`src/rtl/native_bist_pkg.sv`:
```
`default_nettype none
// ----------------------------------------------------------------------------
// native_bist_pkg : state encoding and per-lane data pattern for native_port_bist
// rev 1.0
// ----------------------------------------------------------------------------
package native_bist_pkg;

  localparam int DEF_ADDR_W = 25;
  localparam int DEF_DATA_W = 256;

  typedef enum logic [2:0] {
    IDLE    = 3'd0,
    WR_CMD  = 3'd1,
    WR_DATA = 3'd2,
    RD      = 3'd3,
    DONE    = 3'd4
  } bist_state_e;

  // Lane index tags the top bits so lanes of one beat are never identical.
  function automatic logic [31:0] lane_pattern(
    input logic [31:0] seed,
    input logic [2:0]  lane,
    input logic [24:0] addr
  );
    return seed ^ {lane, 4'h0, addr};
  endfunction

endpackage
`default_nettype wire

```
`src/rtl/bist_pattern_gen.sv`:
```
`default_nettype none
// ----------------------------------------------------------------------------
// bist_pattern_gen : combinational beat address + seed -> full-width data pattern
// rev 1.0
// ----------------------------------------------------------------------------
module bist_pattern_gen
  import native_bist_pkg::*;
#(
  parameter int ADDR_W = DEF_ADDR_W,
  parameter int DATA_W = DEF_DATA_W
) (
  input  logic [31:0]       seed,
  input  logic [ADDR_W-1:0] addr,
  output logic [DATA_W-1:0] pattern
);

  localparam int LANES = DATA_W / 32;

  logic [24:0] addr25;

  assign addr25 = 25'(addr);

  for (genvar i = 0; i < LANES; i++) begin : g_lane
    assign pattern[32*i +: 32] = lane_pattern(seed, 3'(i), addr25);
  end

endmodule
`default_nettype wire

```
`src/rtl/native_port_bist.sv`:
```
`default_nettype none
// ----------------------------------------------------------------------------
// native_port_bist : LiteDRAM native-port write/read-back BIST; optional
// first-error capture with NATIVE_PORT_BIST_ERRCAP_EN.   rev 1.0
// ----------------------------------------------------------------------------
module native_port_bist
  import native_bist_pkg::*;
#(
  parameter int ADDR_W  = DEF_ADDR_W,
  parameter int DATA_W  = DEF_DATA_W,
  parameter int MAX_OUT = 8,
  parameter int ERR_W   = 16
) (
  input  logic                user_clk,
  input  logic                user_rst_n,
  input  logic                start,
  input  logic [ADDR_W-1:0]   base_addr,
  input  logic [ADDR_W-1:0]   length,
  input  logic [31:0]         seed,
  output logic                busy,
  output logic                done,
  output logic                pass,
  output logic [ERR_W-1:0]    err_count,
  output logic                cmd_valid,
  input  logic                cmd_ready,
  output logic                cmd_we,
  output logic [ADDR_W-1:0]   cmd_addr,
  output logic                wdata_valid,
  input  logic                wdata_ready,
  output logic [DATA_W/8-1:0] wdata_we,
  output logic [DATA_W-1:0]   wdata_data,
  input  logic                rdata_valid,
  output logic                rdata_ready,
  input  logic [DATA_W-1:0]   rdata_data
`ifdef NATIVE_PORT_BIST_ERRCAP_EN
  ,
  output logic [ADDR_W-1:0]   err_addr,
  output logic [DATA_W-1:0]   err_data,
  output logic                err_valid
`endif
);

  localparam int               OUT_W   = $clog2(MAX_OUT) + 1;
  localparam logic [OUT_W-1:0]  OUT_MAX = OUT_W'(MAX_OUT);
  localparam logic [OUT_W-1:0]  OUT_ONE = OUT_W'(1);
  localparam logic [ADDR_W-1:0] A_ONE   = ADDR_W'(1);
  localparam logic [ERR_W-1:0]  E_ONE   = ERR_W'(1);

  bist_state_e       state_q, state_d;
  logic [ADDR_W-1:0] len_q, len_d;
  logic [ADDR_W-1:0] addr_q, addr_d;
  logic [ADDR_W-1:0] cnt_q, cnt_d;
  logic [ADDR_W-1:0] exp_q, exp_d;
  logic [ADDR_W-1:0] chk_q, chk_d;
  logic [31:0]       seed_q, seed_d;
  logic [OUT_W-1:0]  out_q, out_d;
  logic [ERR_W-1:0]  err_q, err_d;
  logic [DATA_W-1:0] wr_pat, exp_pat;
  logic              rd_issue, rd_acc, mismatch;
`ifdef NATIVE_PORT_BIST_ERRCAP_EN
  logic              errv_q, errv_d;
  logic [ADDR_W-1:0] erra_q, erra_d;
  logic [DATA_W-1:0] errd_q, errd_d;
`endif

  bist_pattern_gen #(.ADDR_W(ADDR_W), .DATA_W(DATA_W)) u_wr_pat (
    .seed    (seed_q),
    .addr    (addr_q),
    .pattern (wr_pat)
  );

  bist_pattern_gen #(.ADDR_W(ADDR_W), .DATA_W(DATA_W)) u_exp_pat (
    .seed    (seed_q),
    .addr    (exp_q),
    .pattern (exp_pat)
  );

  assign rd_issue = (state_q == RD) && (cnt_q < len_q) && (out_q < OUT_MAX);
  assign rd_acc   = rd_issue && cmd_ready;
  assign mismatch = (rdata_data != exp_pat);

  always_comb begin
    state_d     = state_q;
    len_d       = len_q;
    addr_d      = addr_q;
    cnt_d       = cnt_q;
    exp_d       = exp_q;
    chk_d       = chk_q;
    seed_d      = seed_q;
    out_d       = out_q;
    err_d       = err_q;
`ifdef NATIVE_PORT_BIST_ERRCAP_EN
    errv_d      = errv_q;
    erra_d      = erra_q;
    errd_d      = errd_q;
`endif
    busy        = 1'b0;
    done        = 1'b0;
    cmd_valid   = 1'b0;
    cmd_we      = 1'b0;
    wdata_valid = 1'b0;
    rdata_ready = 1'b0;

    case (state_q)
      IDLE, DONE: begin
        done = (state_q == DONE);
        if (start) begin
          len_d   = length;
          seed_d  = seed;
          addr_d  = base_addr;
          exp_d   = base_addr;
          cnt_d   = '0;
          chk_d   = '0;
          out_d   = '0;
          err_d   = '0;
`ifdef NATIVE_PORT_BIST_ERRCAP_EN
          errv_d  = 1'b0;
          erra_d  = '0;
          errd_d  = '0;
`endif
          state_d = (length == '0) ? DONE : WR_CMD;
        end
      end

      WR_CMD: begin
        busy      = 1'b1;
        cmd_valid = 1'b1;
        cmd_we    = 1'b1;
        if (cmd_ready) state_d = WR_DATA;
      end

      WR_DATA: begin
        busy        = 1'b1;
        wdata_valid = 1'b1;
        if (wdata_ready) begin
          addr_d = addr_q + A_ONE;
          cnt_d  = cnt_q + A_ONE;
          state_d = WR_CMD;
          // Read phase restarts from the base, which exp_q still holds.
          if (cnt_q + A_ONE == len_q) begin
            addr_d  = exp_q;
            cnt_d   = '0;
            state_d = RD;
          end
        end
      end

      RD: begin
        busy        = 1'b1;
        rdata_ready = 1'b1;
        cmd_valid   = rd_issue;
        if (rd_acc) begin
          addr_d = addr_q + A_ONE;
          cnt_d  = cnt_q + A_ONE;
        end
        if (rdata_valid) begin
          exp_d = exp_q + A_ONE;
          chk_d = chk_q + A_ONE;
          if (mismatch) begin
            if (err_q != '1) err_d = err_q + E_ONE;
`ifdef NATIVE_PORT_BIST_ERRCAP_EN
            if (!errv_q) begin
              errv_d = 1'b1;
              erra_d = exp_q;
              errd_d = rdata_data;
            end
`endif
          end
          if (chk_q + A_ONE == len_q) state_d = DONE;
        end
        case ({rd_acc, rdata_valid})
          2'b10:   out_d = out_q + OUT_ONE;
          2'b01:   out_d = out_q - OUT_ONE;
          default: out_d = out_q;
        endcase
      end

      default: state_d = IDLE;
    endcase
  end

  always_ff @(posedge user_clk) begin
    if (!user_rst_n) begin
      state_q <= IDLE;
      len_q   <= '0;
      addr_q  <= '0;
      cnt_q   <= '0;
      exp_q   <= '0;
      chk_q   <= '0;
      seed_q  <= '0;
      out_q   <= '0;
      err_q   <= '0;
`ifdef NATIVE_PORT_BIST_ERRCAP_EN
      errv_q  <= 1'b0;
      erra_q  <= '0;
      errd_q  <= '0;
`endif
    end else begin
      state_q <= state_d;
      len_q   <= len_d;
      addr_q  <= addr_d;
      cnt_q   <= cnt_d;
      exp_q   <= exp_d;
      chk_q   <= chk_d;
      seed_q  <= seed_d;
      out_q   <= out_d;
      err_q   <= err_d;
`ifdef NATIVE_PORT_BIST_ERRCAP_EN
      errv_q  <= errv_d;
      erra_q  <= erra_d;
      errd_q  <= errd_d;
`endif
    end
  end

  assign cmd_addr   = cmd_valid ? addr_q : '0;
  assign wdata_we   = {(DATA_W/8){wdata_valid}};
  assign wdata_data = wdata_valid ? wr_pat : '0;
  assign pass       = done && (err_q == '0);
  assign err_count  = err_q;
`ifdef NATIVE_PORT_BIST_ERRCAP_EN
  assign err_addr   = erra_q;
  assign err_data   = errd_q;
  assign err_valid  = errv_q;
`endif

endmodule
`default_nettype wire

```
`config.mk`:
```
export PLATFORM = sky130hd
export DESIGN_NAME = native_port_bist
export DESIGN_NICKNAME = d
export VERILOG_FILES = /design/src/rtl/native_bist_pkg.sv /design/src/rtl/bist_pattern_gen.sv /design/src/rtl/native_port_bist.sv
export SDC_FILE = /design/constraint.sdc
export NUM_CORES = 1
export LEC_CHECK = 0
export ABC_AREA = 1
export BUFFER_PORTS_ARGS = -buffer_cell sky130_fd_sc_hd__buf_2
export CAP_MARGIN = 20
export CORE_AREA = 2 2 262 264
export DETAILED_ROUTE_END_ITERATION = 6
export DIE_AREA = 0 0 264 266
export SLEW_MARGIN = 10
export SYNTH_ARGS = -nofsm -noshare
export SYNTH_HDL_FRONTEND = slang
export SYNTH_SLANG_ARGS = --single-unit
```
`constraint.sdc`:
```
create_clock -name user_clk -period 3.15 [get_ports user_clk]
set_input_delay 0.1575 -clock user_clk [delete_from_list [all_inputs] [get_ports user_clk]]
set_output_delay 0.1575 -clock user_clk [all_outputs]
set_load 0.01 [all_outputs]
```
# --- Yosys cells after proc, flatten, opt, wreduce, memory -nomap -nowiden ---
# Index checks and enable logic that the tools add are counted.
# W data, S select, Z words.
totals:
  ff_bits: 180
  input_bits: 344
  output_inout_bits: 336
  wordCells: 108
op_classes:
  addsub: 7
  order_cmp: 2
  n_eq_ne: 19
  muxes: 38
  bitwise: 16
  reduce_logical: 17
op_table:
  columns: ["op", "count"]
  rows:
  - ["$mux W25", 11]
  - ["$mux W256", 1]
  - ["$ne A256 B256 Y1", 1]
  - ["$xor A32 B32 Y32", 8]
  - ["$pmux W25 S3", 2]
  - ["$xor A32 B31 Y32", 4]
  - ["$add A25 B1 Y25 const B", 4]
  - ["$pmux W25 S2", 2]
  - ["$mux W16", 4]
  - ["$xor A32 B25 Y32", 2]
  - ["$xor A32 B30 Y32", 2]
  - ["$eq A25 B25 Y1", 2]
  - ["$pmux W16 S2", 1]
  - ["$logic_not A25 Y1", 1]
  - ["$lt A25 B25 Y1", 1]
  - ["$mux W3", 6]
  - ["$add A16 B1 Y16 const B", 1]
  - ["$logic_not A16 Y1", 1]
  - ["$ne A16 B16 Y1 const B", 1]
  - ["$pmux W4 S2", 2]
  - ["$ne A2 B2 Y1 const B", 6]
  - ["$pmux W3 S4", 1]
  - ["$reduce_and A5 Y1", 2]
  - ["$eq A3 B2 Y1 const B", 2]
  - ["22 further kinds", 31]

# --- Longest topological paths before layout ---
# Gate-level depths: netlist (run 1).
depth:
  ltp_word: 7
  depth_mapped: 20
  mapped_depth_nobuf: 20

# --- Hierarchy ---
# From an unflattened synthesis (run 1), not the netlist that was laid out.
unflattened:
  hier_cells: 3588
  hier_area_um2: 21463.1
by_module_without_submodules:
  columns: ["mod", "instances", "cells_each", "area_each_um2", "seq_area_each_um2"]
  rows:
  - ["native_port_bist", 1, 2876, 17078.9, 3603.5]
  - ["bist_pattern_gen", 2, 356, 2192.1, 0.0]

# --- Least setup slack after synthesis (run 1) ---
# Ideal clock, no wire load.
synth_path:
  path_kind: "flip-flop to output port"
  from: "register state_q[1]"
  to: "output wdata_data[104]"
  arrival_ps: 2257
  required_ps: 2992
  slack_ps: 736
  stages_incl_launch_ff: 9
  n_path_buf: 2
  path_cell_list: "dfxtp_1 -> inv_1 -> nor2_1 -> inv_2 -> nor2_4 -> inv_2 -> clkbuf_1 -> a21oi_1 -> buf_4"
synth_via:
  elab_chain_cells: 3
synth_rtl:
  columns: ["element", "line_no", "text"]
  rows:
  - ["start, declared", "native_port_bist.sv:49", "bist_state_e state_q, state_d;"]
  - ["start signal, assigned", "native_port_bist.sv:199", "state_q <= state_d;"]
  - ["$eq A3 B2 Y1", "native_port_bist.sv:104", "case (state_q)"]
  - ["$mux W1", "native_port_bist.sv:104", null]
  - ["net wdata_valid", "native_port_bist.sv:28", "output logic wdata_valid,"]
  - ["$mux W256", "native_port_bist.sv:218", "assign wdata_data = wdata_valid ? wr_pat : '0;"]
  - ["end, declared", "native_port_bist.sv:31", "output logic [DATA_W-1:0] wdata_data,"]
# The timed path passes the listed nets, and every way through them passes these cells.

# --- Worst setup path after layout (run 1) ---
layout_path:
  from: "register len_q[24]"
  to: "output cmd_addr[5]"
layout_via:
  elab_chain_cells: 5
layout_rtl:
  columns: ["element", "line_no", "text"]
  rows:
  - ["start, declared", "native_port_bist.sv:50", "logic [ADDR_W-1:0] len_q, len_d;"]
  - ["start signal, assigned", "native_port_bist.sv:200", "len_q <= len_d;"]
  - ["$lt A25 B25 Y1", "native_port_bist.sv:78", "assign rd_issue = (state_q == RD) && (cnt_q < len_q) && (out_q < OUT_MAX);"]
  - ["$logic_and A1 B1 Y1 (2 in series)", "native_port_bist.sv:78", null]
  - ["$pmux W1 S2", "native_port_bist.sv:104", null]
  - ["$mux W25", "native_port_bist.sv:216", "assign cmd_addr = cmd_valid ? addr_q : '0;"]
  - ["end, declared", "native_port_bist.sv:27", "output logic [ADDR_W-1:0] cmd_addr,"]
# Every way passes these cells.

==> results of run 1 <==
-- tightest hold or removal path: stages --
cell	delay, ns
buf_2	0.13
o21ai_0	0.09
a21oi_1	0.11
-- layer usage --
layer  vias to the layer above  part of all wire [%]
met4                        14                   2.4
met3                       122                   7.9
met5                         -                  0.10
met2                       856                    45
met1                      9057                    45
li1                       9656                     -
-- state kept, by name, summed over array words and instances, names as in the netlist --
name       cells
err_count     16
seed_q        32
exp_q         25
addr_q        25
out_q          4
len_q         25
cnt_q         25
state_q        3
chk_q         25
-- Yosys cell counts, drive strengths merged (42+ instances only) --
| cell | n | area, µm² |
|---|---|---|
| xnor2 | 157 | 1380 |
| o21ai | 136 | 699 |
| nand2 | 695 | 2740 |
| xor2 | 158 | 1380 |
| buf | 276 | 2060 |
| nand3 | 153 | 781 |
| dfxtp | 180 | 3600 |
| a21oi | 217 | 1090 |
| inv | 246 | 923 |
| nor3 | 44 | 245 |
| nand4 | 42 | 263 |
| nor2 | 341 | 1370 |
| clkbuf | 64 | 240 |
-- power by group --
group | internal [mW] | switching, mW | total (mW)
Combinational | 3.51 | 6.68 | 10.2
Sequential | 2.81 | 0.719 | 3.53
Clock | 1.23 | 1.09 | 2.32
Total | 7.55 | 8.49 | 16.0
-- cell type report --
class                           instances  area, µm²  area share, %
Multi-Input combinational cell       2049      10900           50.6
Timing Repair Buffer                  793       4460           20.6
Sequential cell                       180       3610           16.7
Tap cell                              882       1100           5.10
Inverter                              247        930           4.29
Clock buffer                           21        470           2.17
Clock inverter                         11        124          0.572
Antenna cell                            3       7.51         0.0347
-- final timing paths --
| path | from | end | depth (start not counted) |
|---|---|---|---|
| setup / recovery | len_q[24] | cmd_addr[5] | 10 |
| hold / removal | seed[4] | seed_q[4] | 3 |
| setup reg to reg | exp_q[23] | err_count[15] | 17 |
| hold reg to reg | seed_q[26] | seed_q[26] | 2 |
-- through the flow --
stage / TNS [ns] / setup slack (ns)
global route: -0.0450 / -0.0197
global placement: 0 / 0.115
CTS: 0 / 0.0207
finish: 0 / 0.178
detailed placement: 0 / 0.0952
floorplan: 0 / 0.736
-- what timing repair did --
action                                 CTS  global route
pin swaps                                0             1
setup endpoints to repair               18            37
endpoints found under the hold margin   42             0
resized for setup                        3            10
hold buffers                            41             0
-- logic make-up (layout without fill, tap and decap cells) --
kind of cell | Yosys count | count (layout) | synth area share [%]
AOI/OAI and AO/OA | 387 | 387 | 11.6
xor gates and xnor gates | 316 | 316 | 15.7
adders and majority gates | 33 | 33 | 2.33
buffers and inverters | 587 | 1072 | 18.2
DFF | 180 | 180 | 20.3
other | 0 | 3 | 0
and+or+nand+nor | 1313 | 1313 | 31.9
==> flow_results.org, run 1 <==
** Die
- The floorplan step defined a die boundary enclosing 70200 µm².
- Die Y :: 266 µm
- Core Area :: 67700 µm²
- In this run the core area contains 96 standard-cell rows.
- Initial Util :: around a quarter
- Die X-Extent :: 264 µm
- a little under 700 I/O pins were placed.

** Clock tree
- In this run the clock root is driven by a clkbuf_16.
- In this run the deepest clock path goes through 2 buffers.
- Buffers inserted during clock tree synthesis total 17.
- After clock tree synthesis, the clock-pin slew on the worst setup and hold paths is about 0.070 ns.
- Clock tree synthesis found a total of 180 sinks.
- TritonCTS built the clock tree.
- The clock tree synthesis step divided the H-tree into 4 levels.
- The number of setup buffers added after CTS is 0.
- Clock Latency Late Sink :: around 0.50 ns

** Synth
- In this run, synthesis produced a sequential element count of 180.
- During synthesis, Yosys emitted a total of 0 warnings.
- Seq/Total Area, Yosys :: 20.3%
- In the synthesized netlist the dominant register cell turns out to be dfxtp_1.
- The cell count after synthesis came out at ~2.8k.
- Number of distinct library cells after synthesis :: 47
- Number of nets in the synthesized netlist :: about 3.2k
- Dividing the synthesized area by the synthesized cell count gives around 6.3 µm².
- Number of enable flip-flop cells after synthesis :: 0
- Share of flip-flops with an asynchronous set or reset :: 0%
- The mapped netlist covers 17700 µm².

** Timing
- Setup violations remaining at the end of the flow were counted as 0.
- At the pin with the least slew margin, the transition time is a little over 0.8 ns.
- Hold violation count in the final report :: 0
- Final hold slack :: around 0.027 ns
- RSZ-0062 raised after global routing :: yes
- The final critical path takes up between 90% and 100% of the cycle.
- Headroom to the max-slew limit :: ~45%
- The worst path needs about 3.0 ns of the cycle, external delays included.
- On the final layout, the worst clock skew is about 0.012 ns.
- Max-slew violation total from the final report :: 0
- Achievable clock frequency :: between 300 and 400 MHz

** Setup path
- Cells traversed along the worst timing path :: inv_1, ha_1, nand3_1, nand4_1, nor3_4, nand3_1, nand2_1, inv_4, nor2_1, buf_2
- Worst path arrival time :: approximately 2.8 ns
- Highest net fanout along the worst path :: 10
- Worst reg-to-reg setup slack :: 0.28 ns
- Critical path capture point type :: primary output
- Buffers and inverters on the worst path :: 3
- CP max stage delay :: around 0.38 ns
- In this design, the largest share of critical-path delay is due to simple AND/OR/NAND/NOR gates.
- Critical path launch point type :: flop
- The most numerous cell type found on the critical path is nand3_1.
- By startpoint and endpoint, the worst setup path is classified as reg -> out.
- Data on the critical path is required at its endpoint by between 2 and 3 ns.
- The slowest stage of the critical path is the dfxtp_1 cell.

** Placed design
- The HPWL after detailed placement is 63200 µm.
- Summing all placed instances gives a cell area of between 20000 and 25000 µm².
- The congestion estimate from routability-driven global placement came to between 0.9 and 1.
- Placed cells :: between 4k and 5k
- Port-buffer cells :: between 600 and 700

** Final layout
- The net count of the finished layout is around 3.7k.
- Compared with the post-synthesis result, the final layout area differs by 22.2%.
- Cells with a size suffix above 1 make up about 27% of the layout.
- The library cell used most frequently in the layout, excluding fill and tap cells, is buf_2.
- Fin util :: approximately a third
- After filler insertion, the fill cell instance count of the layout stands at 7463.
- After routing the design area is around 22000 µm².
- In the layout the commonest cells are buf_2 (679), nand2_1 (653), nor2_1 (315).
- Leaving out filler cells and counting taps, the final layout contains approximately 4.2k.

** Outcome
- The run finished with clean final reports.

** Global route
- Antenna violations before repair :: 15
- In this run the most used layer during global routing was met2.
- Global-route usage over all layers :: a little over a fifth
- Met2 routing resource usage after global routing :: about a third
- First-pass GRT wire length :: ~110000 µm
- Met3 capacity usage during global routing :: under 10%
- Maximum number of pins on one net before global-route repair :: between 80 and 90
- Vias in the first global route :: approximately 18k
- Met1 GRT Util :: 29.2%
- For this run the aggregate overflow at the end of global routing stands at 0.

** Drt
- After detailed routing, the number of vias per cell comes to 4.71.
- Detailed-route wire length per cell :: about 19 µm
- In the routed design, unresolved DRC markers number 0.
- The detailed router placed around 20k vias in this run.
- Count of TritonRoute iterations in the first routing pass :: 6
- For this block, the routed nets add up to ~80000 µm of wire.
- Post-route antenna net violation count :: 0
- DRT iter0 DRCs :: between 1.5k and 2k

** Power and ir drop
- Summing internal, switching and leakage power gives ~16 mW.
- IR analysis of the VDD net gives a maximum drop of 0.541 mV.
- Standby leakage power :: 10.2 nW
- Power density cells :: between 700 and 800 nW/µm²

** Min path
- The min-delay analysis places its worst path in the category in -> reg.

** Run
- Max Cap Violations :: 0
Power figures use the tool's default switching activity.
==> run 2: changes to the inputs <==
--- a/config.mk
+++ b/config.mk
@@ -8,9 +8,9 @@
 export ABC_AREA = 1
 export BUFFER_PORTS_ARGS = -buffer_cell sky130_fd_sc_hd__buf_2
 export CAP_MARGIN = 20
-export CORE_AREA = 2 2 262 264
+export CORE_AREA = 2 2 267 269
 export DETAILED_ROUTE_END_ITERATION = 6
-export DIE_AREA = 0 0 264 266
+export DIE_AREA = 0 0 269 271
 export SLEW_MARGIN = 10
 export SYNTH_ARGS = -nofsm -noshare
 export SYNTH_HDL_FRONTEND = slang
==> constraint.sdc (replaced) <==
create_clock -name user_clk -period 2.4 [get_ports user_clk]
set_input_delay 0.12 -clock user_clk [delete_from_list [all_inputs] [get_ports user_clk]]
set_output_delay 0.12 -clock user_clk [all_outputs]
set_load 0.01 [all_outputs]
==> flow_results.org, run 2 (synthesized netlist as in run 1, its figures left out) <==
** Setup path
- Cells traversed along the worst timing path :: inv_2, ha_4, nand4_1, nor2_4, buf_6, nand2_4, buf_4, nand3_2, nand2_4, inv_8, nor2_1, buf_4, buf_2
- The worst setup path is captured at a primary output.
- Path type of the worst setup path :: reg -> out
- Cell depth of the worst flop-to-flop path :: 19
- The critical path crosses 13 cells after its start point.
- The critical path contains buffers and inverters numbering 6 combined.
- Worst path arrival time :: roughly 2.6 ns
- STA classifies the critical path startpoint as a flop.
- Along the worst path, the maximum fanout reaches 7.
- CP max stage delay :: between 0.3 and 0.4 ns
- Data on the critical path is required at its endpoint by between 2 and 2.5 ns.
- Among cell families on the critical path, the largest total delay comes from buffers and inverters.
- For this design, the slowest cell found on the critical path is dfxtp_2.

** Clock tree
- CTS Root Buffer Type :: clkbuf_16
- The clock tree synthesis step divided the H-tree into 4 levels.
- Clock buffer count from CTS :: 17
- Clock Latency Late Sink :: roughly 0.5 ns
- Clock tree from TritonCTS :: done
- Longest Clk Path Bufs :: 2
- Worst-path clk slew :: about 0.08 ns
- CTS sink count :: 180

** Outcome
- Failing checks :: setup timing
- The flow ran to the end, but the final reports show violations.

** Drt
- Post-Route M1 WL :: between 30000 and 40000 µm
- Wire segments on met2 add up to 39700 µm in the final route.
- The detail route stage leaves a number of antenna-violating nets equal to 0.
- Wires add up to around 90000 µm.
- In this run the top signal layer used is met5.
- Remaining DRCs :: 0
- Sum of met3 wire segment lengths after detailed routing :: roughly 6600 µm
- Count of vias placed by the detailed router :: 21.8k
- Detailed-route wire length per cell :: between 15 and 20 µm
- Count of TritonRoute iterations in the first routing pass :: 6
- After detailed routing, the number of vias per cell comes to 4.64.
- DRT iter0 DRCs :: ~1.6k

** Power and ir drop
- Dividing total power by cell area gives a power density of just under 1000 nW/µm².
- Standby leakage power :: between 10 and 15 nW
- IR analysis of the VDD net gives a maximum drop of 0.641 mV.

** Final layout
- Most frequent cells in the layout :: buf_2 (666), nand2_1 (576), buf_4 (413)
- P&R area growth vs syn :: 58.9%
- Of the cells placed in the final design, the portion with a size suffix greater than 1 is a little under half.
- Number of standard cells in the layout, taps in and fillers out :: 4701
- At the end of the flow, the number of nets in the layout was 4121.
- Once layout is done, the placed cells without fillers occupy around 28000 µm².
- Number of flip-flops in the largest register :: 32
- Leaving out fill and tap cells, the most frequent cell in the layout is buf_2.
- The register with the most flip-flops in the final layout is seed_q.

** Global route
- Entering global routing, the biggest net connects 69 pins.
- Vias in the first global route :: around 20k
- The first global-routing pass estimated roughly 120000 µm of wire.
- Antenna violations before repair :: 12
- The total overflow left after global routing is 0.
- In the global route stage, overall resource usage came out at 22.3%.

** Timing
- RSZ-0062 raised after global routing :: yes
- Clock skew on the completed layout was measured at ~0.014 ns.
- The number of hold-slack violations in the final timing report is 0.
- After layout, the worst setup slack is -0.290 ns.
- Max-slew violation total from the final report :: 0
- Setup-violating endpoint count in the final report :: slightly above 90
- Of the available clock period, the critical path in the final layout requires 112%.
- At the pin with the least slew margin, the transition time is slightly above 0.5 ns.
- The smallest clock period supported by the final layout is computed as about 2.7 ns.
- Derived from the worst setup path, the maximum achievable clock frequency is 372 MHz.
- Final hold slack :: 0.0131 ns
- Headroom to the max-slew limit :: between 60% and 70%

** Die
- I/O pin total :: 680
- In this run the standard cell core region covers 69800 µm².
- Die Y :: roughly 270 µm
- The floorplan step set the die width to around 270 µm.
- The floorplan step defined a die boundary enclosing roughly 73000 µm².
- Initial Util :: about 25%
- Number of standard-cell rows in the floorplan :: 97

** Placed design
- Post-place instance area :: between 20000 and 25000 µm²
- After legalization and detailed placement, the total HPWL measured 66200 µm.
- Placed cells :: ~4.5k
- Port-buffer cells :: just under 700
- The congestion estimate from routability-driven global placement came to around 0.93.

** Min path
- The worst hold path was traced through 5 stages.
- The min-delay analysis places its worst path in the category in -> reg.

** Run
- Max Cap Violations :: 0
==> run 2: cell types whose count changed in the layout (fill, tap and decap cells not counted), sizes merged <==
cell / before / now
buf: 752 / 1181
dlygate4sd3: 41 / 59
clkbuf: 21 / 25
clkinv: 4 / 7
bufinv: 2 / 4
clkinvlp: 3 / 2
diode: 3 / 4
nand2: 695 / 696
==> run 2: stage by stage <==
stage / total power [mW] / setup TNS [ns] / setup slack [ns] / utilization (%)
after floorplan: 13.8 / 0 / 0.0234 / -
after global placement: 20.1 / -22.11 / -0.355 / 33.6
after detailed placement: 20.2 / -24.95 / -0.391 / 33.6
after CTS: 25.3 / -21.12 / -0.329 / 37.9
after global routing: 29.4 / -29.27 / -0.397 / 40.3
final: 27.8 / -17.01 / -0.290 / 40.4
==> run 2: power by group <==
part	total, mW	switching (mW)	leakage (nW)	internal, mW
combinational	20.0	11.4	11.2	8.60
clock	3.26	1.48	0.308	1.78
sequential	4.51	0.757	1.51	3.75
total	27.8	13.6	13.1	14.1
==> run 2: path summary, 6_finish.rpt <==
path	start	to	slack, ns
max	len_q[24]	cmd_addr[0]	-0.29
min	base_addr[14]	addr_q[14]	0.01
max reg2reg	cnt_q[7]	cnt_q[23]	-0.25
min reg2reg	chk_q[7]	chk_q[7]	0.49
==> run 2: timing repair <==
| action | in CTS | in global routing |
|---|---|---|
| resized for setup | 359 | 348 |
| setup endpoints to repair | 144 | 254 |
| pin swaps | 82 | 149 |
| gates cloned | 6 | 11 |
| hold buffers | 59 | 0 |
| endpoints found under the hold margin | 65 | 0 |
| setup buffers | 45 | 49 |
==> run 2: cell type report <==
cell class | count | area (µm²)
Clock inverter | 14 | 198
Multi-Input combinational cell | 2050 | 12900
Timing Repair Buffer | 1247 | 8740
Timing Repair inverter | 1 | 20.0
Antenna cell | 4 | 10.0
Clock buffer | 18 | 439
Sequential cell | 180 | 3740
Tap cell | 940 | 1180
Fill cell | 7112 | 41600
Inverter | 247 | 985
==> run 2: worst register-to-register path: cells and delay by family, from the launching register on <==
family          cells  cell delay [ns]
simple gates       13             1.37
compound gates      1             0.07
flops               1             0.37
buf+inv             5             0.73
==> run 2: layer usage <==
| layer | global-route usage, % | up-vias |
|---|---|---|
| li1 | - | 10600 |
| met1 | 29.0 | 10100 |
| met2 | 35.0 | 920 |
| met3 | 4.94 | 181 |
| met4 | 9.97 | 14 |
| met5 | 0 | - |
